**src/rtl/rv32i_cpu.sv**
```systemverilog
// Multi-cycle RV32I integer core: FETCH -> EXEC -> (MEM) -> FETCH, with separate
// instruction-fetch and load/store ports using address/strobe/ready handshakes.
module rv32i_cpu #(
  parameter logic [31:0] RESET_PC = 32'h0000_0000
) (
  input  logic        clk,
  input  logic        rst_n,
  input  logic [31:0] instr_data,
  input  logic [31:0] mem_data,
  input  logic        instr_ready,
  input  logic        mem_ready,
  output logic [31:0] instr_addr,
  output logic [31:0] mem_addr,
  output logic [31:0] mem_wdata,
  output logic [2:0]  mem_wflag,
  output logic        mem_we,
  output logic        mem_re
);
  typedef enum logic [1:0] {S_FETCH, S_EXEC, S_MEM} state_t;

  localparam logic [6:0] OP_LUI    = 7'b0110111;
  localparam logic [6:0] OP_AUIPC  = 7'b0010111;
  localparam logic [6:0] OP_JAL    = 7'b1101111;
  localparam logic [6:0] OP_JALR   = 7'b1100111;
  localparam logic [6:0] OP_BRANCH = 7'b1100011;
  localparam logic [6:0] OP_LOAD   = 7'b0000011;
  localparam logic [6:0] OP_STORE  = 7'b0100011;
  localparam logic [6:0] OP_IMM    = 7'b0010011;
  localparam logic [6:0] OP_REG    = 7'b0110011;

  state_t      state_q, state_d;
  logic [31:0] pc_q, pc_d, ir_q, ir_d;
  logic [31:0] mem_addr_q, mem_addr_d, mem_wdata_q, mem_wdata_d;
  logic [2:0]  mem_wflag_q, mem_wflag_d;
  logic        mem_we_q, mem_we_d, mem_re_q, mem_re_d;

  logic [31:0] rf_q [32];
  logic        rf_we;
  logic [31:0] rf_wdata;

  logic [6:0]  opcode;
  logic [4:0]  rd, rs1, rs2, shamt;
  logic [2:0]  funct3;
  logic [31:0] imm_i, imm_s, imm_b, imm_u, imm_j;
  logic [31:0] rs1_val, rs2_val, pc_plus4, alu_b, alu_y, load_val;
  logic signed [31:0] sra_y;
  logic        alu_alt, br_take;

  assign opcode = ir_q[6:0];
  assign rd     = ir_q[11:7];
  assign funct3 = ir_q[14:12];
  assign rs1    = ir_q[19:15];
  assign rs2    = ir_q[24:20];

  assign imm_i = {{20{ir_q[31]}}, ir_q[31:20]};
  assign imm_s = {{20{ir_q[31]}}, ir_q[31:25], ir_q[11:7]};
  assign imm_b = {{19{ir_q[31]}}, ir_q[31], ir_q[7], ir_q[30:25], ir_q[11:8], 1'b0};
  assign imm_u = {ir_q[31:12], 12'd0};
  assign imm_j = {{11{ir_q[31]}}, ir_q[31], ir_q[19:12], ir_q[20], ir_q[30:21], 1'b0};

  assign rs1_val  = (rs1 == 5'd0) ? 32'd0 : rf_q[rs1];
  assign rs2_val  = (rs2 == 5'd0) ? 32'd0 : rf_q[rs2];
  assign pc_plus4 = pc_q + 32'd4;

  // Bit 30 selects SUB/SRA for register ops, but only SRAI among immediate ops.
  assign alu_b   = (opcode == OP_REG) ? rs2_val : imm_i;
  assign alu_alt = ir_q[30] && ((opcode == OP_REG) || (funct3 == 3'b101));
  assign shamt   = alu_b[4:0];
  assign sra_y   = $signed(rs1_val) >>> shamt;

  always_comb begin
    case (funct3)
      3'b000:  alu_y = alu_alt ? (rs1_val - alu_b) : (rs1_val + alu_b);
      3'b001:  alu_y = rs1_val << shamt;
      3'b010:  alu_y = {31'd0, $signed(rs1_val) < $signed(alu_b)};
      3'b011:  alu_y = {31'd0, rs1_val < alu_b};
      3'b100:  alu_y = rs1_val ^ alu_b;
      3'b101:  alu_y = alu_alt ? sra_y : (rs1_val >> shamt);
      3'b110:  alu_y = rs1_val | alu_b;
      default: alu_y = rs1_val & alu_b;
    endcase
  end

  always_comb begin
    case (funct3)
      3'b000:  br_take = (rs1_val == rs2_val);
      3'b001:  br_take = (rs1_val != rs2_val);
      3'b100:  br_take = ($signed(rs1_val) < $signed(rs2_val));
      3'b101:  br_take = ($signed(rs1_val) >= $signed(rs2_val));
      3'b110:  br_take = (rs1_val < rs2_val);
      3'b111:  br_take = (rs1_val >= rs2_val);
      default: br_take = 1'b0;
    endcase
  end

  // The registered access size doubles as the load-extension selector in MEM.
  always_comb begin
    case (mem_wflag_q)
      3'b000:  load_val = {{24{mem_data[7]}}, mem_data[7:0]};
      3'b001:  load_val = {{16{mem_data[15]}}, mem_data[15:0]};
      3'b100:  load_val = {24'd0, mem_data[7:0]};
      3'b101:  load_val = {16'd0, mem_data[15:0]};
      default: load_val = mem_data;
    endcase
  end

  always_comb begin
    state_d     = state_q;
    pc_d        = pc_q;
    ir_d        = ir_q;
    mem_addr_d  = mem_addr_q;
    mem_wdata_d = mem_wdata_q;
    mem_wflag_d = mem_wflag_q;
    mem_we_d    = mem_we_q;
    mem_re_d    = mem_re_q;
    rf_we       = 1'b0;
    rf_wdata    = alu_y;
    case (state_q)
      S_FETCH: begin
        if (instr_ready) begin
          ir_d    = instr_data;
          state_d = S_EXEC;
        end
      end
      S_EXEC: begin
        state_d = S_FETCH;
        pc_d    = pc_plus4;
        case (opcode)
          OP_LUI:   begin rf_we = 1'b1; rf_wdata = imm_u; end
          OP_AUIPC: begin rf_we = 1'b1; rf_wdata = pc_q + imm_u; end
          OP_JAL: begin
            rf_we = 1'b1; rf_wdata = pc_plus4; pc_d = pc_q + imm_j;
          end
          OP_JALR: begin
            rf_we = 1'b1; rf_wdata = pc_plus4; pc_d = (rs1_val + imm_i) & ~32'd1;
          end
          OP_BRANCH: if (br_take) pc_d = pc_q + imm_b;
          OP_IMM, OP_REG: rf_we = 1'b1;
          OP_LOAD: begin
            mem_addr_d = rs1_val + imm_i; mem_wflag_d = funct3;
            mem_re_d = 1'b1; pc_d = pc_q; state_d = S_MEM;
          end
          OP_STORE: begin
            mem_addr_d = rs1_val + imm_s; mem_wflag_d = funct3; mem_wdata_d = rs2_val;
            mem_we_d = 1'b1; pc_d = pc_q; state_d = S_MEM;
          end
          default: ;
        endcase
      end
      S_MEM: begin
        if (mem_ready) begin
          rf_we    = mem_re_q;
          rf_wdata = load_val;
          mem_re_d = 1'b0;
          mem_we_d = 1'b0;
          pc_d     = pc_plus4;
          state_d  = S_FETCH;
        end
      end
      default: state_d = S_FETCH;
    endcase
  end

  always_ff @(posedge clk) begin
    if (rst_n) begin
      state_q     <= S_FETCH;
      pc_q        <= RESET_PC;
      ir_q        <= '0;
      mem_addr_q  <= '0;
      mem_wdata_q <= '0;
      mem_wflag_q <= '0;
      mem_we_q    <= 1'b0;
      mem_re_q    <= 1'b0;
    end else begin
      state_q     <= state_d;
      pc_q        <= pc_d;
      ir_q        <= ir_d;
      mem_addr_q  <= mem_addr_d;
      mem_wdata_q <= mem_wdata_d;
      mem_wflag_q <= mem_wflag_d;
      mem_we_q    <= mem_we_d;
      mem_re_q    <= mem_re_d;
    end
  end

  // A reset edge must never commit a pending register write.
  always_ff @(posedge clk) begin
    if (!rst_n && rf_we && (rd != 5'd0)) rf_q[rd] <= rf_wdata;
  end

  assign instr_addr = pc_q;
  assign mem_addr   = mem_addr_q;
  assign mem_wdata  = mem_wdata_q;
  assign mem_wflag  = mem_wflag_q;
  assign mem_we     = mem_we_q;
  assign mem_re     = mem_re_q;
endmodule

```
**config.mk**
```make
export PLATFORM = sky130hd
export DESIGN_NAME = rv32i_cpu
export DESIGN_NICKNAME = d
export VERILOG_FILES = /design/src/rtl/rv32i_cpu.sv
export SDC_FILE = /design/constraint.sdc
export NUM_CORES = 2
export LEC_CHECK = 0
export CORE_ASPECT_RATIO = 0.5
export CORE_MARGIN = 1.5
export CORE_UTILIZATION = 68
export DETAILED_ROUTE_END_ITERATION = 7
export PLACE_DENSITY_LB_ADDON = 0.2
export SETUP_SLACK_MARGIN = 0.02
export SLEW_MARGIN = 0
export SYNTH_ARGS = -nofsm -noshare
export SYNTH_HDL_FRONTEND = slang
export SYNTH_SLANG_ARGS = --single-unit
```
**constraint.sdc**
```tcl
create_clock -name clk -period 23.3 [get_ports clk]
set_input_delay 6.99 -clock clk [delete_from_list [all_inputs] [get_ports clk]]
set_output_delay 6.99 -clock clk [all_outputs]
set_load 0.02 [all_outputs]
```
==> results.toml, run 1 <==
[grt]
grt_pass1_vias = 76800
grt_pass1_wl_mm = 636
grt_overflow_total = 419
grt_max_degree = 92
grtUsageTotal = 0.848

[floorplanning]
row_count = 83
dieHeight_um = 232
die_width_um = 461
start_util = 0.691
ios = 169

[cts]
cts_sinks = 1168
clock-root-buffer = "clkbuf_16"
ctsHoldBuffers = 0
post_cts.resized_instances = 0
cts_setup_buffers = 0
cts_max_path_buffers = 3
cts_max_level = 3
cts_inserted_buffers = 97

[placed_design]
port_buffers = 167
globalplace.congestion = 1.19
dp_slack_ns = 11.71
hpwlAfterDp_mm = 244

[outcome]
error = "[ERROR GRT-0116] Global routing finished with congestion. Check the congestion regions in the DRC Viewer."
status = "did not finish"
failed_stage = "5_1_grt"

[synth]
synth_top_area_frac = 0.430
syn_area_um2 = 71400
yosys_warnings = 0
post_synth.cell_area_avg_um2 = 11.9
synth-seq-area-share = 0.471
synth_most_common_cell = "edfxtp_1"
ys_types = 109
yosysTopAreaCell = "edfxtp_1"
synth_flop_cell = "edfxtp_1"
synth_cells = 5992
synth_common_cells = "edfxtp_1 (1024), nand2_1 (526), nor2_1 (462)"
synth.area.top_cells = "edfxtp_1 (43%), mux4_2 (14%), dfxtp_1 (4.0%)"
synthArstFlopShare = 0
synth-edff-count = 1024
synth-seq-cells = 1168
==> stage by stage <==
step           instance area, um2  utilization  cells
2_1_floorplan               71500            -   6024
3_3_place_gp                74900        0.725   7369
3_5_place_dp                74900        0.725   7369
4_1_cts                     78200        0.757   7552
==> per-layer routing <==
layer  GRT overflow  GRT usage
met5             25      0.667
met4            122      0.792
met3             69      0.784
met2            129      0.932
met1             74      0.857
==> cells by family after synthesis <==
logic type               after synthesis  share of synthesized area
AND/OR/NAND/NOR                     1528                     0.0981
multiplexers                         787                      0.191
flip-flops                          1168                      0.471
buffers and inverters                582                     0.0386
other                                  1                  0.0000525
XOR/XNOR                             172                     0.0211
adder cells (fa/ha/maj)              230                     0.0410
AO/OA/AOI/OAI                       1524                      0.139
==> inputs of run 2 (changes only) <==
CORE_ASPECT_RATIO = default   (was 0.5)
CORE_UTILIZATION = 40   (was 68)
PLACE_DENSITY_LB_ADDON = 0.15   (was 0.2)
SETUP_SLACK_MARGIN = default   (was 0.02)
==> results.toml, run 2 <==
[cts]
cts_tree = "built"
ctsHoldBuffers = 0
cts_setup_buffers = 0
cts_inserted_buffers = 133
clock-root-buffer = "clkbuf_16"
cts_max_level = 4
path_clk_slew_ns = 0.05
clk-insertion-delay-late_ns = 0.82
post_cts.resized_instances = 0
cts_sinks = 1168
cts_max_path_buffers = 3

[layout]
largest_reg_flops = 1024
syn_to_final_growth_pct = 13.0
final_nets = 6423
top_register = "rf_q"
final_common_cell = "edfxtp_1"
final_cell_mix = "edfxtp_1 (1024), nand2_1 (524), mux4_2 (459), a21oi_1 (449), nor2_1 (425)"
drive_gt1_frac = 0.176
finish.utilization = 0.457

[synth]
synth_most_common_cell = "edfxtp_1"
synth_cells = 5992
synth-seq-area-share = 0.471
synth_top_area_frac = 0.430
synth-seq-cells = 1168
synth.area.top_cells = "edfxtp_1 (43%), mux4_2 (14%), dfxtp_1 (4.0%)"
syn_area_um2 = 71400
yosysTopAreaCell = "edfxtp_1"
synth_common_cells = "edfxtp_1 (1024), nand2_1 (526), nor2_1 (462)"
synth_flop_cell = "edfxtp_1"
yosys_warnings = 0
post_synth.cell_area_avg_um2 = 11.9
ys_types = 109
synth-edff-count = 1024
synthArstFlopShare = 0

[worst_hold_path]
hold_path_class = "register to register"
min_path_cells = 2

[power_and_ir_drop]
p_clk_frac = 0.346
switching_share = 0.331
power.total_w = 0.00617
power_leakage_nw = 26.8
intPower_w = 0.00413
p_per_area_nw_per_um2 = 76.4
pwr-share-seq = 0.399
comb_power_share = 0.255
p_switching_w = 0.00204
peakVddDrop_v = 0.0000753

[drt]
drtAntennaViolNets = 0
drtIter0Drc = 7301
dr.pass1.iters = 8
routed_wl_mm = 320
wl_per_cell_um = 37.3
vias_per_cell = 6.65
vias = 57100
drc = 5

[outcome]
status = "finished with violations"
violations = "design-rule violations"

[grt]
grt_max_degree = 113
grtUsageTotal = 0.349
grt_pass1_vias = 55200
antenna_found_initial = 18
grt_overflow_total = 0
grt_pass1_wl_mm = 442

[timing]
slew_viol_final = 0
setup_viol = 0
fin_tns_setup_ns = 0
skew_ns = 0.0535
setup_ws_ns = 12.81
period_share = 0.450
hold_viol_final = 0
max_freq_mhz = 95.3
rsz0062_at_grt = "no"
fin_crit_ns = 10.49
worst_pin_slew_ns = 1.41
max_slew_margin = 0.0572

[run]
max-cap-violations = 0

[floorplanning]
ios = 169
die_area_um2 = 181000
die_width_um = 426
row_count = 154
start_util = 0.404
coreArea_um2 = 177000
dieHeight_um = 426

[worst_setup_path]
ff2ff_path_depth = 24
crit_path_max_fanout = 17
crit_path_end_kind = "register"
path_class = "input pin to register"
cp.arrival_ns = 10.92
crit_required_ns = 23.73
cp-start-kind = "input pin"

[placed_design]
hpwlAfterDp_mm = 225
dp_slack_ns = 12.13
globalplace.congestion = 1.06
port_buffers = 167
run 2: cell counts after synthesis:
Identical to the previous run, type by type.
run 2: worst max-delay path: stages:
cell and delay [ns]:
clkdlybuf4s50_1 0.46, buf_4 0.23, and2_0 0.42, nand2_1 0.16
o21ai_0 0.12, nand3_1 0.27, nor3_1 0.58, nand2_1 0.38
nor2_4 0.76, buf_4 0.49
run 2: power groups by stage:
stage | sequential, W | clock, W | combinational, W
6_report | 0.00246 | 0.00213 | 0.00157
3_3_place_gp | 0.00251 | 0 | 0.00152
5_1_grt | 0.00246 | 0.00224 | 0.00163
3_5_place_dp | 0.00251 | 0 | 0.00152
2_1_floorplan | 0.00249 | 0 | 0.000858
4_1_cts | 0.00246 | 0.00216 | 0.00152
run 2: kinds of logic after synthesis:
logic type,count (synthesis),share of synthesized area
other,1,0.0000525
DFF,1168,0.471
xor gates and xnor gates,172,0.0211
muxes,787,0.191
AOI/OAI and AO/OA,1524,0.139
and+or+nand+nor,1528,0.0981
adders and majority gates,230,0.0410
buffers and inverters,582,0.0386
run 2: cell type report:
| class | count | area [um2] |
|---|---|---|
| Sequential cell | 1168 | 33700 |
| Tap cell | 2340 | 2930 |
| Inverter | 158 | 596 |
| Multi-Input combinational cell | 4274 | 35700 |
| Clock buffer | 162 | 3510 |
| Clock inverter | 76 | 868 |
| Fill cell | 16200 | 96000 |
| Antenna cell | 5 | 12.5 |
| Timing Repair Buffer | 390 | 3410 |
run 2: through the flow:
| step | std cells | cell area (um2) | hold slack, ns |
|---|---|---|---|
| final | 8573 | 80700 | 0.448 |
| after global routing | 8569 | 80700 | 0.466 |
| after CTS | 8568 | 80700 | 0.452 |
| after detailed placement | 8330 | 76300 | 0.444 |
| after global placement | 8330 | 76300 | 0.440 |
| after floorplan | 6024 | 71500 | 0.467 |
run 2: final timing paths:
| path | startpoint | end | slack (ns) |
|---|---|---|---|
| setup / recovery | mem_ready | rf_q[8][25] | 12.81 |
| hold / removal | mem_addr[21] | mem_addr[21] | 0.45 |
| setup reg to reg | register | rf_q[9][31] | 13.24 |
| hold reg to reg | mem_addr[21] | mem_addr[21] | 0.45 |
run 2: routing by layer:
metal,up-vias,part of all wire,GRT usage
li1,23700,-,-
met1,29200,0.39,0.455
met2,3404,0.45,0.539
met3,786,0.090,0.0707
met4,10,0.067,0.203
met5,-,0.00023,0
Note: power is estimated with default switching activity, not from simulation.
